--- src/rtl/wf_neopixel_drv.sv ---
// Serial driver for WS2812B/SK6805-class LED chains: fetches pixels from a synchronous
// RAM, shifts them out MSB-first as timed pulses, then holds the line low to latch.
module wf_neopixel_drv #(
  parameter int NUM_PIXELS = 8,
  parameter int ADDR_W     = 8,
  parameter int PIXEL_BITS = 24,
  parameter int T_PERIOD   = 15,
  parameter int T1_HI      = 10,
  parameter int T0_HI      = 5,
  parameter int RESET_CLKS = 600
) (
  input  logic                  clk,
  input  logic                  reset,
  input  logic                  start,
  // auto-repeat request; 'repeat' itself is a reserved word
  input  logic                  repeat_en,
  output logic                  busy,
  output logic                  done,
  output logic [ADDR_W-1:0]     rd_addr,
  input  logic [PIXEL_BITS-1:0] rd_data,
  output logic                  dout
);

  localparam int TW = $clog2(T_PERIOD);
  localparam int BW = $clog2(PIXEL_BITS);
  localparam int PW = (NUM_PIXELS > 1) ? $clog2(NUM_PIXELS) : 1;
  localparam int LW = $clog2(RESET_CLKS + 1);

  generate
    if (NUM_PIXELS < 1 || ADDR_W < 1 || ADDR_W > 30 || NUM_PIXELS > (1 << ADDR_W) ||
        (PIXEL_BITS != 24 && PIXEL_BITS != 32) || T_PERIOD < 3 ||
        T1_HI < 1 || T1_HI >= T_PERIOD || T0_HI < 1 || T0_HI >= T_PERIOD ||
        T0_HI == T1_HI || RESET_CLKS < 1) begin : g_bad_params
      $error("wf_neopixel_drv: illegal parameter set");
    end
  endgenerate

  typedef enum logic [1:0] {ST_IDLE, ST_LOAD, ST_SEND, ST_LATCH} state_t;

  state_t                state_q, state_d;
  logic [TW-1:0]         t_cnt_q, t_cnt_d;
  logic [BW-1:0]         bit_cnt_q, bit_cnt_d;
  logic [PW-1:0]         pix_cnt_q, pix_cnt_d;
  logic [LW-1:0]         lat_cnt_q, lat_cnt_d;
  logic [PIXEL_BITS-1:0] shift_q, shift_d;
  logic [ADDR_W-1:0]     rd_addr_q, rd_addr_d;
  logic                  dout_q, dout_d;
  logic                  done_q, done_d;
  logic                  busy_q, busy_d;
  // set only for a latch that follows a real frame, so the post-reset latch stays silent
  logic                  framed_q, framed_d;
  logic [TW-1:0]         hi_last;

  assign hi_last = shift_q[PIXEL_BITS-1] ? TW'(T1_HI - 1) : TW'(T0_HI - 1);

  always_ff @(posedge clk or posedge reset) begin
    if (reset) begin
      state_q   <= ST_LATCH;
      t_cnt_q   <= '0;
      bit_cnt_q <= '0;
      pix_cnt_q <= '0;
      lat_cnt_q <= '0;
      shift_q   <= '0;
      rd_addr_q <= '0;
      dout_q    <= 1'b0;
      done_q    <= 1'b0;
      busy_q    <= 1'b1;
      framed_q  <= 1'b0;
    end else begin
      state_q   <= state_d;
      t_cnt_q   <= t_cnt_d;
      bit_cnt_q <= bit_cnt_d;
      pix_cnt_q <= pix_cnt_d;
      lat_cnt_q <= lat_cnt_d;
      shift_q   <= shift_d;
      rd_addr_q <= rd_addr_d;
      dout_q    <= dout_d;
      done_q    <= done_d;
      busy_q    <= busy_d;
      framed_q  <= framed_d;
    end
  end

  always_comb begin
    state_d   = state_q;
    t_cnt_d   = t_cnt_q;
    bit_cnt_d = bit_cnt_q;
    pix_cnt_d = pix_cnt_q;
    lat_cnt_d = lat_cnt_q;
    shift_d   = shift_q;
    rd_addr_d = rd_addr_q;
    dout_d    = dout_q;
    done_d    = 1'b0;
    busy_d    = busy_q;
    framed_d  = framed_q;
    case (state_q)
      ST_IDLE: begin
        dout_d = 1'b0;
        busy_d = 1'b0;
        if (start) begin
          rd_addr_d = '0;
          busy_d    = 1'b1;
          t_cnt_d   = '0;
          state_d   = ST_LOAD;
        end
      end
      ST_LOAD: begin
        if (t_cnt_q == TW'(1)) begin
          shift_d   = rd_data;
          dout_d    = 1'b1;
          bit_cnt_d = '0;
          pix_cnt_d = '0;
          t_cnt_d   = '0;
          if (NUM_PIXELS > 1) rd_addr_d = ADDR_W'(1);
          state_d   = ST_SEND;
        end else begin
          t_cnt_d = t_cnt_q + 1'b1;
        end
      end
      ST_SEND: begin
        if (t_cnt_q == TW'(T_PERIOD - 1)) begin
          t_cnt_d = '0;
          if (bit_cnt_q != BW'(PIXEL_BITS - 1)) begin
            shift_d   = {shift_q[PIXEL_BITS-2:0], 1'b0};
            bit_cnt_d = bit_cnt_q + 1'b1;
            dout_d    = 1'b1;
          end else if (pix_cnt_q != PW'(NUM_PIXELS - 1)) begin
            // rd_data already holds the next pixel, prefetched one pixel ahead
            shift_d   = rd_data;
            pix_cnt_d = pix_cnt_q + 1'b1;
            bit_cnt_d = '0;
            dout_d    = 1'b1;
            if (32'(pix_cnt_q) + 32'd2 < 32'(NUM_PIXELS))
              rd_addr_d = ADDR_W'(32'(pix_cnt_q) + 32'd2);
          end else begin
            dout_d    = 1'b0;
            lat_cnt_d = '0;
            framed_d  = 1'b1;
            state_d   = ST_LATCH;
          end
        end else begin
          t_cnt_d = t_cnt_q + 1'b1;
          if (t_cnt_q == hi_last) dout_d = 1'b0;
        end
      end
      ST_LATCH: begin
        dout_d = 1'b0;
        if (lat_cnt_q == LW'(RESET_CLKS - 1)) begin
          lat_cnt_d = '0;
          framed_d  = 1'b0;
          done_d    = framed_q;
          if (framed_q && repeat_en) begin
            rd_addr_d = '0;
            t_cnt_d   = '0;
            state_d   = ST_LOAD;
          end else begin
            busy_d  = 1'b0;
            state_d = ST_IDLE;
          end
        end else begin
          lat_cnt_d = lat_cnt_q + 1'b1;
        end
      end
      default: state_d = ST_IDLE;
    endcase
  end

  assign busy    = busy_q;
  assign done    = done_q;
  assign rd_addr = rd_addr_q;
  assign dout    = dout_q;

endmodule

--- config.mk ---
export PLATFORM = sky130hd
export DESIGN_NAME = wf_neopixel_drv
export DESIGN_NICKNAME = d
export VERILOG_FILES = /design/src/rtl/wf_neopixel_drv.sv
export SDC_FILE = /design/constraint.sdc
export NUM_CORES = 1
export LEC_CHECK = 0
export BUFFER_PORTS_ARGS = -buffer_cell sky130_fd_sc_hd__buf_2
export CAP_MARGIN = 20
export CORE_MARGIN = 2
export CORE_UTILIZATION = 50
export DETAILED_ROUTE_END_ITERATION = 10
export PLACE_DENSITY_LB_ADDON = 0.25
export REMOVE_ABC_BUFFERS = 1
export SLEW_MARGIN = 5
export SYNTH_ARGS = -nofsm -noshare
export SYNTH_HDL_FRONTEND = slang
export SYNTH_SLANG_ARGS = --single-unit
export TNS_END_PERCENT = 10
--- constraint.sdc ---
create_clock -name clk -period 2.9 [get_ports clk]
set_clock_uncertainty 0.2 [all_clocks]
set_input_delay 0.58 -clock clk [delete_from_list [all_inputs] [get_ports clk]]
set_output_delay 0.58 -clock clk [all_outputs]
set_load 0.02 [all_outputs]
Yosys cells after proc, flatten, opt, wreduce, memory -nomap -nowiden
Index checks and enable logic that the tools add are counted.
{"block": "totals", "word_cells": 114, "register_bits": 60, "in_bits": 28, "out_inout_bits": 11}
{"block": "classes", "reduce_logical": 15, "n_eq_ne": 21, "add_sub_neg": 5, "mux": 61, "n_lt_le_gt_ge": 1}
{"op": "two-way mux 24 bit", "n": 4}
{"op": "two-way mux 8 bit", "n": 8}
{"op": "case mux 24 bit (2 select lines)", "n": 1}
{"op": "two-way mux 10 bit", "n": 4}
{"op": "less-than comparator 32 x 4 -> 1 bit (second input constant)", "n": 1}
{"op": "case mux 8 bit (4 select lines)", "n": 1}
{"op": "two-way mux 4 bit", "n": 6}
{"op": "two-way mux 5 bit", "n": 4}
{"op": "!= test 2 bit (second input constant)", "n": 10}
{"op": "case mux 10 bit (2 select lines)", "n": 1}
{"op": "case mux 4 bit (4 select lines)", "n": 1}
{"op": "two-way mux 1 bit", "n": 15}
{"op": "two-way mux 2 bit", "n": 6}
{"op": "two-way mux 3 bit", "n": 4}
{"op": "adder 10 x 1 -> 10 bit (second input constant)", "n": 1}
{"op": "== test 10 bit (second input constant)", "n": 1}
{"op": "case mux 5 bit (2 select lines)", "n": 1}
{"op": "AND reduction 5 bit", "n": 2}
{"op": "!= test 3 bit (second input constant)", "n": 3}
{"op": "case mux 2 bit (4 select lines)", "n": 1}
{"op": "AND reduction 4 bit", "n": 2}
{"op": "AND reduction 8 bit", "n": 1}
{"op": "case mux 3 bit (2 select lines)", "n": 1}
{"op": "AND reduction 3 bit", "n": 2}
{"op": "18 further kinds", "n": 22}

Depth between registers and ports, before layout
Gate-level depths: netlist of run 1.
{"block": "depth", "depth_word": 7, "depth_mapped": 9, "mapped_depth_nobuf": 7}

Worst setup path after synthesis of run 1
OpenSTA, ideal clock, no wires.
{"block": "synth_timing", "path_kind": "reg2reg", "start": "reg t_cnt_q[1]", "end": "reg rd_addr_q[0] (netlist: rd_addr[0])", "synth_period_minus_slack_ps": 2303, "path_stages_with_launch": 7, "arrival_ps": 1979, "n_path_buf": 1, "path_slack_ps": 597, "required_time_ps": 2575, "setup_time_ps": 125, "cell_sequence": "dfrtp_1 buf_6 or4b_4 a21oi_4 o21ai_0 nor3_2 mux2_2"}
{"block": "synth_between", "elab_chain_len": 3, "word_cells_on_any_way": 5, "classes_between": "eq/ne (4); reduce/logical (1)"}
{"item": "start, declared", "line_no": "41", "source": "logic [TW-1:0] t_cnt_q, t_cnt_d;"}
{"item": "start signal, assigned", "line_no": "71", "source": "t_cnt_q <= t_cnt_d;"}
{"item": "== test 4 x 1 -> 1 bit or == test 4 bit (tied branches)", "line_no": "108, 121"}
{"item": "!= test 2 bit (no line)"}
{"item": "AND reduction 8 bit (no line) (*)"}
{"item": "end signal, assigned", "line_no": "76", "source": "rd_addr_q <= rd_addr_d;"}
{"item": "end, declared", "line_no": "46", "source": "logic [ADDR_W-1:0] rd_addr_q, rd_addr_d;"}
Every way passes the cells marked *; elsewhere a longest branch is shown, timed or not.
A chain may end at the register's enable or synchronous reset.

Worst setup path in the final report of run 1
{"block": "layout_timing", "start": "reg state_q[0]", "end": "reg shift_q[6]"}
{"block": "layout_between", "elab_chain_len": 3, "word_cells_on_any_way": 8, "classes_between": "eq/ne (5); mux (1); reduce/logical (2)"}
{"item": "start, declared", "line_no": "40", "source": "state_t state_q, state_d;"}
{"item": "start signal, assigned", "line_no": "70", "source": "state_q <= state_d;"}
{"item": "== test 2 bit or == test 2 x 1 -> 1 bit (tied branches)", "line_no": "96", "source": "case (state_q)"}
{"item": "!= test 3 bit (no line), or another cell as far along"}
{"item": "AND reduction 4 bit (no line)"}
{"item": "end signal, assigned", "line_no": "75", "source": "shift_q <= shift_d;"}
{"item": "end, declared", "line_no": "45", "source": "logic [PIXEL_BITS-1:0] shift_q, shift_d;"}
Parallel ways exist; a longest one is shown, timed or not.

==> impl_metrics.csv, run 1 <==
group,metric,value,unit
grt,grt-ovfl-total,0,
synth,post-synth-top-area-cell,"dfrtp_1",
detailed_routing,vias_per_cell,5.58,
synth,netlist_instances,317,
clock_network,clkSinkCount,56,
critical_path,start_kind,"flop",
die,ios,39,
synth,synth_warnings,0,
grt,grt_antenna_before_repair,0,
synth,ys_types,50,
synth,ys_async_sr_fraction,100,%
detailed_routing,drtIter0Drc,124,
synth,synth.top_cells.by_count,"53 x dfrtp_1, 48 x nand2_1, 45 x o21ai_0, 25 x mux2i_1, 14 x nand3_1",
final_layout,n_antenna_cell,0,
min_path,hold_class,"primary input to asynchronous set/reset pin",
synth,synth-main-ff-cell,"dfrtp_1",
die,die_w,82.4,um
synth,synth_most_common_cell,"dfrtp_1",
clock_network,cts-root-buf,"clkbuf_8",
power,p_leak,1.38,nW
synth,synthTopCellsByArea,"dfrtp_1 43%, mux2i_1 8.1%, o21ai_0 7.3%",
synth,synth_edf_count,0,
timing,setup_tns,0,ns
grt,grt_first_pass_wirelength,9.64,mm
power,power.density,373,nW/um^2
critical_path,path_buf_inv,2,
detailed_routing,first_pass_iters,5,
synth,ys_seq_area_share,45.7,%
synth,netlist_area,3070,um^2
placement,port_buffers,34,
critical_path,cp-end-kind,"flop",
detailed_routing,drc_errors,0,
timing,final_max_slew_viol_count,0,
final_layout,utilization,57.1,%
clock_network,htreeDepth,2,
grt,grt_pass1_vias,2177,
clock_network,clock_path_buffers,2,
critical_path,worst-path-max-fanout,36,
clock_network,cts_tree,"yes",
critical_path,worstPathRequired,2.89,ns
clock_network,post_cts_buffers,0,
grt,grt_max_degree,57,
critical_path,path_cells,"inv_1 > ha_1 > o21a_1 > o22ai_4 > buf_4 > o21ai_0",
timing,worstMarginPinSlew,0.785,ns
run,maxCapViolations,0,
die,die_h,82.4,um
clock_network,clock_latency,0.31,ns
detailed_routing,antenna_left,0,
placement,gp_congestion,0.782,
critical_path,cp_top_family,"compound AO/OA/AOI/OAI gates",
detailed_routing,vias,2343,
die,fp.coreArea,5920,um^2
placement,dp_slack,0.333,ns
die,die_area,6790,um^2
run_status,status,"completed",
timing,rsz0062_at_grt,"no",
synth,synth_top_area_share,43.1,%
clock_network,clk_pin_slew,0.09,ns
power,finalPower,0.00126,W
final_layout,syn_to_final_growth,10.0,%
timing,hold_viol,0,
die,start_util,51.9,%
critical_path,critPathMaxStageDelay,0.60,ns
clock_network,postCtsHoldBufs,0,
grt,grtUsageTotal,18.3,%
timing,layout_setup_ws,0.324,ns
timing,relSlewSlack,47.6,%
critical_path,critPathSlowestCell,"o22ai_4",
final_layout,drive_gt1_share,18.8,%
critical_path,crit_type,"flop to flop",
timing,finalCritPeriodShare,88.8,%
placement,dp_hpwl,3.90,mm
detailed_routing,wirelength,5.61,mm
clock_network,cts_buffers,5,
power,vdd.ir_drop.worst,0.000217,V
synth,ys_seq_elements,56,
critical_path,critPathArrivalTime,2.57,ns
synth,avgSynthCellArea,9.70,um^2
detailed_routing,wire_per_inst,13.4,um
clock_network,cts_resized,0,
timing,finalCriticalPeriod,2.58,ns
timing,setup_viol,0,
die,rows,28,
timing,fmax,388,MHz
final_layout,final_nets,382,
per-stage QoR:
step                std cells  cell area, um^2  hold WS [ns]
floorplan                 298             2970         0.245
global placement          412             3290         0.261
detailed placement        412             3290         0.270
CTS                       420             3380         0.116
global route              420             3380         0.129
finish                    420             3380         0.103
placed cells by master, fill, tap and decap left out, types with 2 or more instances in the layout:
master and n:
clkinv_2 2, nor2_1 7, buf_4 4, o21ai_0 45, mux2i_1 25, mux2_2 5, buf_2 34, a22o_1 3
nand2_1 48, a31oi_1 5, nand2b_1 3, and4_1 2, or4_1 2, nand4b_1 3, a21boi_0 2, o211ai_1 2
nor3_1 4, o31ai_1 10, nor2b_1 10, conb_1 4, a21oi_1 4, ha_1 10, o22ai_1 2, nand4_1 2
dfrtp_1 53, clkbuf_8 6, and3_1 3, dfstp_2 3, inv_1 7, nand3_1 14
cell families (layout without fill, tap and decap cells):
kind of cell | after synthesis | in the layout | share of synthesized area, %
AND/OR/NAND/NOR | 105 | 105 | 17.3
buffers and inverters | 30 | 55 | 4.80
AO/OA/AOI/OAI | 85 | 85 | 18.1
other | 1 | 4 | 0.122
adder cells (fa/ha/maj) | 10 | 10 | 4.07
flip-flops | 56 | 56 | 45.7
multiplexers | 30 | 30 | 9.97
report_power, final:
part	internal, W	switching [W]
Combinational	0.0000163	0.0000253
Sequential	0.000780	0
Clock	0.000191	0.000248
Total	0.000988	0.000273
sequential cells by signal (all words and copies together), names as in the netlist:
name	count
pix_cnt_q	3
dout	1
lat_cnt_q	10
state_q	2
t_cnt_q	4
framed_q	1
bit_cnt_q	5
busy	1
shift_q	24
done	1
rd_addr	4
tightest hold or removal path, stage by stage:
cell and delay (ns):
buf_2 0.10, inv_2 0.06, buf_12 0.27
layer usage:
metal  vias to the layer above  track usage, %  wire, um
met5                         -               0         0
met4                         0            6.50        91
met3                        10            3.70       207
met2                        45            29.0      2540
met1                      1104            25.0      2780
li1                       1184               -         -
worst paths after layout:
path                              start  slack [ns]      endpoint  cells after the start
setup / recovery             state_q[0]        0.32    shift_q[6]                      6
hold / removal                    reset        0.10  lat_cnt_q[4]                      3
setup reg to reg             state_q[0]        0.32    shift_q[6]                      6
hold reg to reg            bit_cnt_q[4]        0.28  bit_cnt_q[4]                      1
max in group asynchronous         reset        2.10          busy                      3
min in group clk           bit_cnt_q[4]        0.28  bit_cnt_q[4]                      1
cell type report:
| type | count | area [um^2] |
|---|---|---|
| timing repair buffer | 39 | 220 |
| tap | 75 | 93.8 |
| clock buffer | 6 | 82.6 |
| sequential | 56 | 1410 |
| multi-input combinational | 234 | 1540 |
| clock inverter | 2 | 10.0 |
| fill | 548 | 2540 |
| inverter | 8 | 30.0 |
Note: power is estimated with default switching activity, not from simulation.
==> inputs of run 2 (changes only) <==
- PLACE_DENSITY: not set -> 0.79
- PLACE_DENSITY_LB_ADDON: 0.25 -> not set
==> run 2 against run 1 <==
Effect of this change: clock power rose by 18%; global-route usage increased by 0.60 points; clock-buffer cell count did not move; largest power group unchanged.
==> impl_metrics.csv, run 2 (synthesis results as in run 1) <==
group,metric,value,unit
run_status,status,"completed",
critical_path,critPathArrivalTime,2.53,ns
detailed_routing,first_pass_iters,5,
clock_network,clk_pin_slew,0.10,ns
die,rows,28,
detailed_routing,drtIter0Drc,140,
final_layout,layout_commonest_cell,"dfrtp_1",
final_layout,n_antenna_cell,0,
clock_network,clock_path_buffers,2,
die,die_w,82.4,um
final_layout,stdcell_count,421,
final_layout,nFillCells,506,
final_layout,utilization,57.6,%
timing,relSlewSlack,62.3,%
clock_network,cts_tree,"yes",
clock_network,cts_buffers,5,
timing,finalCritPeriodShare,87.0,%
clock_network,cts-root-buf,"clkbuf_8",
final_layout,layout_common_cells,"53 x dfrtp_1, 48 x nand2_1, 45 x o21ai_0, 34 x buf_2, 25 x mux2i_1",
placement,dp_hpwl,4.26,mm
power,combPwrFrac,3.1,%
min_path,hold_class,"primary input to asynchronous set/reset pin",
die,die_h,82.4,um
run,maxCapViolations,0,
power,sw_frac_of_total,21.1,%
clock_network,clkSinkCount,56,
detailed_routing,vias,2414,
final_layout,largest_reg_flops,24,
critical_path,cp-end-kind,"flop",
die,ios,39,
die,die_area,6790,um^2
grt,grtUsageTotal,18.9,%
clock_network,htreeDepth,2,
timing,setup_tns,0,ns
critical_path,worst-path-max-fanout,9,
power,p_leak,1.39,nW
power,vdd.ir_drop.worst,0.000225,V
final_layout,final_nets,383,
timing,finalCriticalPeriod,2.52,ns
power,finalPower,0.00134,W
timing,rsz0062_at_grt,"no",
final_layout,reg.largest.list,"shift_q: 24 flops, lat_cnt_q: 10 flops, bit_cnt_q: 5 flops",
grt,grt_antenna_before_repair,0,
clock_network,clock_latency,0.31,ns
critical_path,worstPathRequired,2.90,ns
die,fp.coreArea,5920,um^2
clock_network,cts_resized,0,
clock_network,post_cts_buffers,0,
grt,grt_max_degree,34,
power,sequentialPowerShare,58.2,%
critical_path,crit_type,"flop to flop",
detailed_routing,drc_errors,0,
detailed_routing,wire_per_inst,14.1,um
placement,dp.cells,413,
detailed_routing,vias_per_cell,5.73,
timing,final_max_slew_viol_count,0,
final_layout,syn_to_final_growth,10.9,%
final_layout,drive_gt1_share,18.8,%
grt,grt_pass1_vias,2164,
final_layout,final_area,3410,um^2
timing,hold_viol,0,
power,p_int,0.00106,W
timing,worstMarginPinSlew,0.564,ns
grt,grt_first_pass_wirelength,9.94,mm
final_layout,largest_register,"shift_q",
power,p_sw,0.000284,W
critical_path,start_kind,"flop",
power,power.density,394,nW/um^2
detailed_routing,antenna_left,0,
die,start_util,51.9,%
detailed_routing,wirelength,5.95,mm
timing,fmax,396,MHz
timing,setup_viol,0,
power,clkPwrFrac,38.7,%
grt,grt-ovfl-total,0,
clock_network,postCtsHoldBufs,0,
placement,port_buffers,34,
placement,gp_congestion,0.854,
placement,dpl_cell_area,3300,um^2
-- run 2: cell types whose count changed in the layout (fill, tap and decap cells not counted) --
cell and change:
bufinv_16 +1, clkbuf_1 +1, clkbuf_8 -1, clkinv_2 -2, inv_6 +1, buf_4 +1
-- run 2: final cells by class --
cell class / count / area [um^2] / share of cell area, %
Timing Repair Buffer: 40 / 228 / 6.68
Clock inverter: 2 / 38.8 / 1.14
Sequential cell: 56 / 1410 / 41.2
Multi-Input combinational cell: 234 / 1540 / 45.2
Inverter: 8 / 30.0 / 0.881
Clock buffer: 6 / 72.6 / 2.13
Tap cell: 75 / 93.8 / 2.75
-- run 2: worst paths after layout --
path                              startpoint          end  slack (ns)  cells past startpoint
worst max-delay path            lat_cnt_q[4]   rd_addr[1]        0.38                      5
worst min-delay path                   reset   shift_q[1]        0.11                      2
worst max register to register  lat_cnt_q[4]   rd_addr[1]        0.38                      5
worst min register to register   shift_q[18]  shift_q[18]        0.29                      2
max in group asynchronous              reset         busy        1.77                      3
min in group clk                 shift_q[18]  shift_q[18]        0.29                      2
-- run 2: per-layer routing --
layer / up-vias / part of all wire [%] / global-route usage [%]
li1: 1188 / - / -
met1: 1144 / 47 / 26.3
met2: 70 / 47 / 30.2
met3: 12 / 4.4 / 3.59
met4: 0 / 1.3 / 5.33
met5: - / 0 / 0
-- run 2: power groups by stage --
stage	clock network, W	logic [W]	registers, W
2_1_floorplan	0	0.0000166	0.000796
3_5_place_dp	0	0.0000439	0.000796
3_3_place_gp	0	0.0000424	0.000796
6_report	0.000520	0.0000417	0.000780
4_1_cts	0.000535	0.0000440	0.000781
5_1_grt	0.000560	0.0000480	0.000781
-- run 2: critical path: stages, from the launching register on --
cell and delay [ns]:
dfrtp_1 0.47, or3b_1 0.46, o31ai_4 0.34, o21ai_0 0.24
nor3_2 0.33, mux2_2 0.37
-- run 2: stage by stage --
step	hold slack [ns]	setup slack [ns]
CTS	0.140	0.386
floorplan	0.245	-0.212
finish	0.110	0.377
global placement	0.261	0.447
detailed placement	0.272	0.409
global route	0.145	0.220
==> inputs of run 3 (changes only) <==
--- a/config.mk
+++ b/config.mk
@@ -17,3 +17,2 @@
 export SYNTH_HDL_FRONTEND = slang
 export SYNTH_SLANG_ARGS = --single-unit
-export TNS_END_PERCENT = 10
==> constraint.sdc (replaced) <==
create_clock -name clk -period 2.9 [get_ports clk]
set_clock_uncertainty 0.2 [all_clocks]
set_input_delay 0.435 -clock clk [delete_from_list [all_inputs] [get_ports clk]]
set_output_delay 0.435 -clock clk [all_outputs]
set_load 0.02 [all_outputs]
==> run 3 against run 2 <==
Effect of this change: wire length rose by 0.81%; first-iteration DRC count fell by 13%; worst setup slack got worse by 0.025 ns; hold slack improved by 0.038 ns; non-clock buffer count rose by 1; combinational power rose by 2%; sequential power barely moved; critical path depth did not move; total power rose by 0.95%; critical endpoint unchanged; highest routed layer unchanged.
==> impl_metrics.csv, run 3 (synthesis results as in run 1) <==
group,metric,value,unit
critical_path,r2r_cells,5,
die,ios,39,
detailed_routing,first_pass_iters,4,
critical_path,cp-end-kind,"flop",
timing,finalCriticalPeriod,2.55,ns
power,vdd.ir_drop.worst,0.000220,V
detailed_routing,vias,2382,
critical_path,critPathArrivalTime,2.56,ns
final_layout,layout_commonest_cell,"dfrtp_1",
final_layout,final_nets,384,
placement,port_buffers,34,
detailed_routing,drc_errors,0,
grt,grt_pass1_vias,2229,
grt,grtUsageTotal,19.4,%
power,p_leak,1.40,nW
power,finalPower,0.00135,W
timing,finalCritPeriodShare,87.9,%
die,die_w,82.4,um
clock_network,clock_latency,0.31,ns
clock_network,clkSinkCount,56,
critical_path,worstPathRequired,2.91,ns
run,maxCapViolations,0,
timing,relSlewSlack,64.9,%
final_layout,layout_common_cells,"53 x dfrtp_1, 48 x nand2_1, 45 x o21ai_0, 34 x buf_2, 25 x mux2i_1",
timing,final_max_slew_viol_count,0,
detailed_routing,top_layer,"met4",
run_status,status,"completed",
detailed_routing,wl_met1,2.82,mm
die,die_area,6790,um^2
final_layout,largest_register,"shift_q",
timing,setup_tns,0,ns
grt,grt_antenna_before_repair,0,
placement,gp_congestion,0.844,
timing,rsz0062_at_grt,"no",
min_path,hold_class,"primary input to flop",
detailed_routing,antenna_left,0,
clock_network,cts_buffers,5,
timing,fmax,392,MHz
final_layout,n_antenna_cell,0,
detailed_routing,wirelength,6.00,mm
critical_path,worst-path-max-fanout,7,
detailed_routing,vias_per_cell,5.64,
detailed_routing,drtIter0Drc,122,
power,power.density,396,nW/um^2
clock_network,clock_path_buffers,2,
final_layout,nFillCells,522,
detailed_routing,wl_met3,242,um
timing,setup_viol,0,
detailed_routing,wire_per_inst,14.2,um
clock_network,cts_tree,"yes",
timing,holdWs,0.148,ns
final_layout,syn_to_final_growth,11.3,%
final_layout,reg.largest.list,"shift_q: 24 flops, lat_cnt_q: 10 flops, bit_cnt_q: 5 flops",
final_layout,drive_gt1_share,19.0,%
placement,dp_hpwl,4.26,mm
final_layout,largest_reg_flops,24,
clock_network,cts_resized,0,
clock_network,htreeDepth,2,
die,fp.coreArea,5920,um^2
min_path,holdPathStages,3,
clock_network,clk_pin_slew,0.11,ns
die,die_h,82.4,um
grt,grt_max_degree,57,
die,rows,28,
critical_path,crit_type,"flop to flop",
critical_path,start_kind,"flop",
detailed_routing,dr_wl_met2,2.88,mm
grt,grt_first_pass_wirelength,10.2,mm
timing,worstMarginPinSlew,0.527,ns
clock_network,cts-root-buf,"clkbuf_8",
die,start_util,51.9,%
grt,grt-ovfl-total,0,
timing,hold_viol,0,
run 3: changes by cell type in the layout (fill, tap and decap cells not counted):
| cell | before | now |
|---|---|---|
| clkinvlp_4 | 0 | 1 |
| clkbuf_1 | 1 | 0 |
| dlygate4sd3_1 | 0 | 1 |
run 3: layout make-up:
class	instances	area [um^2]	area share, %
Clock inverter	3	46.3	1.35
Timing Repair Buffer	41	238	6.95
Inverter	8	30.0	0.878
Multi-Input combinational cell	234	1540	45.0
Sequential cell	56	1410	41.1
Tap cell	75	93.8	2.74
Clock buffer	5	68.8	2.01
run 3: stage by stage:
stage | cell area [um^2] | cells | worst slack (ns) | util [%]
floorplan | 2970 | 298 | -0.212 | -
global placement | 3300 | 413 | 0.445 | 55.7
detailed placement | 3300 | 413 | 0.387 | 55.7
CTS | 3420 | 422 | 0.374 | 57.8
global route | 3420 | 422 | 0.187 | 57.8
finish | 3420 | 422 | 0.352 | 57.8
run 3: worst max-delay path, cell delays in order, from the launching register on:
cell	delay (ns)
dfrtp_1	0.45
or3b_1	0.48
o31ai_4	0.33
o21ai_0	0.25
nor3_2	0.35
mux2_2	0.38
run 3: path summary, 6_finish.rpt:
kind	from	to	slack [ns]
worst max-delay path	lat_cnt_q[3]	rd_addr[1]	0.35
worst min-delay path	rd_data[0]	shift_q[0]	0.15
worst max register to register	lat_cnt_q[3]	rd_addr[1]	0.35
worst min register to register	shift_q[18]	shift_q[18]	0.29
max in group asynchronous	reset	busy	1.68
min in group asynchronous	reset	shift_q[0]	0.51
run 3: power by group:
| part | switching (W) | leakage, nW | total (W) | internal (W) |
|---|---|---|---|---|
| Sequential | 0 | 0.640 | 0.000781 | 0.000781 |
| Clock | 0.000271 | 0.0548 | 0.000531 | 0.000261 |
| Combinational | 0.0000255 | 0.702 | 0.0000427 | 0.0000172 |
run 3: per-layer routing:
metal / vias up / track usage [%]
li1: 1188 / -
met1: 1144 / 25.9
met2: 42 / 31.8
met3: 8 / 4.24
met4: 0 / 5.50
met5: - / 0
run 3: what timing repair did:
action / 4_1_cts / 5_1_grt
buffers inserted: 0 / 0
hold buffers: 1 / 0
hold endpoints to repair: 53 / 0
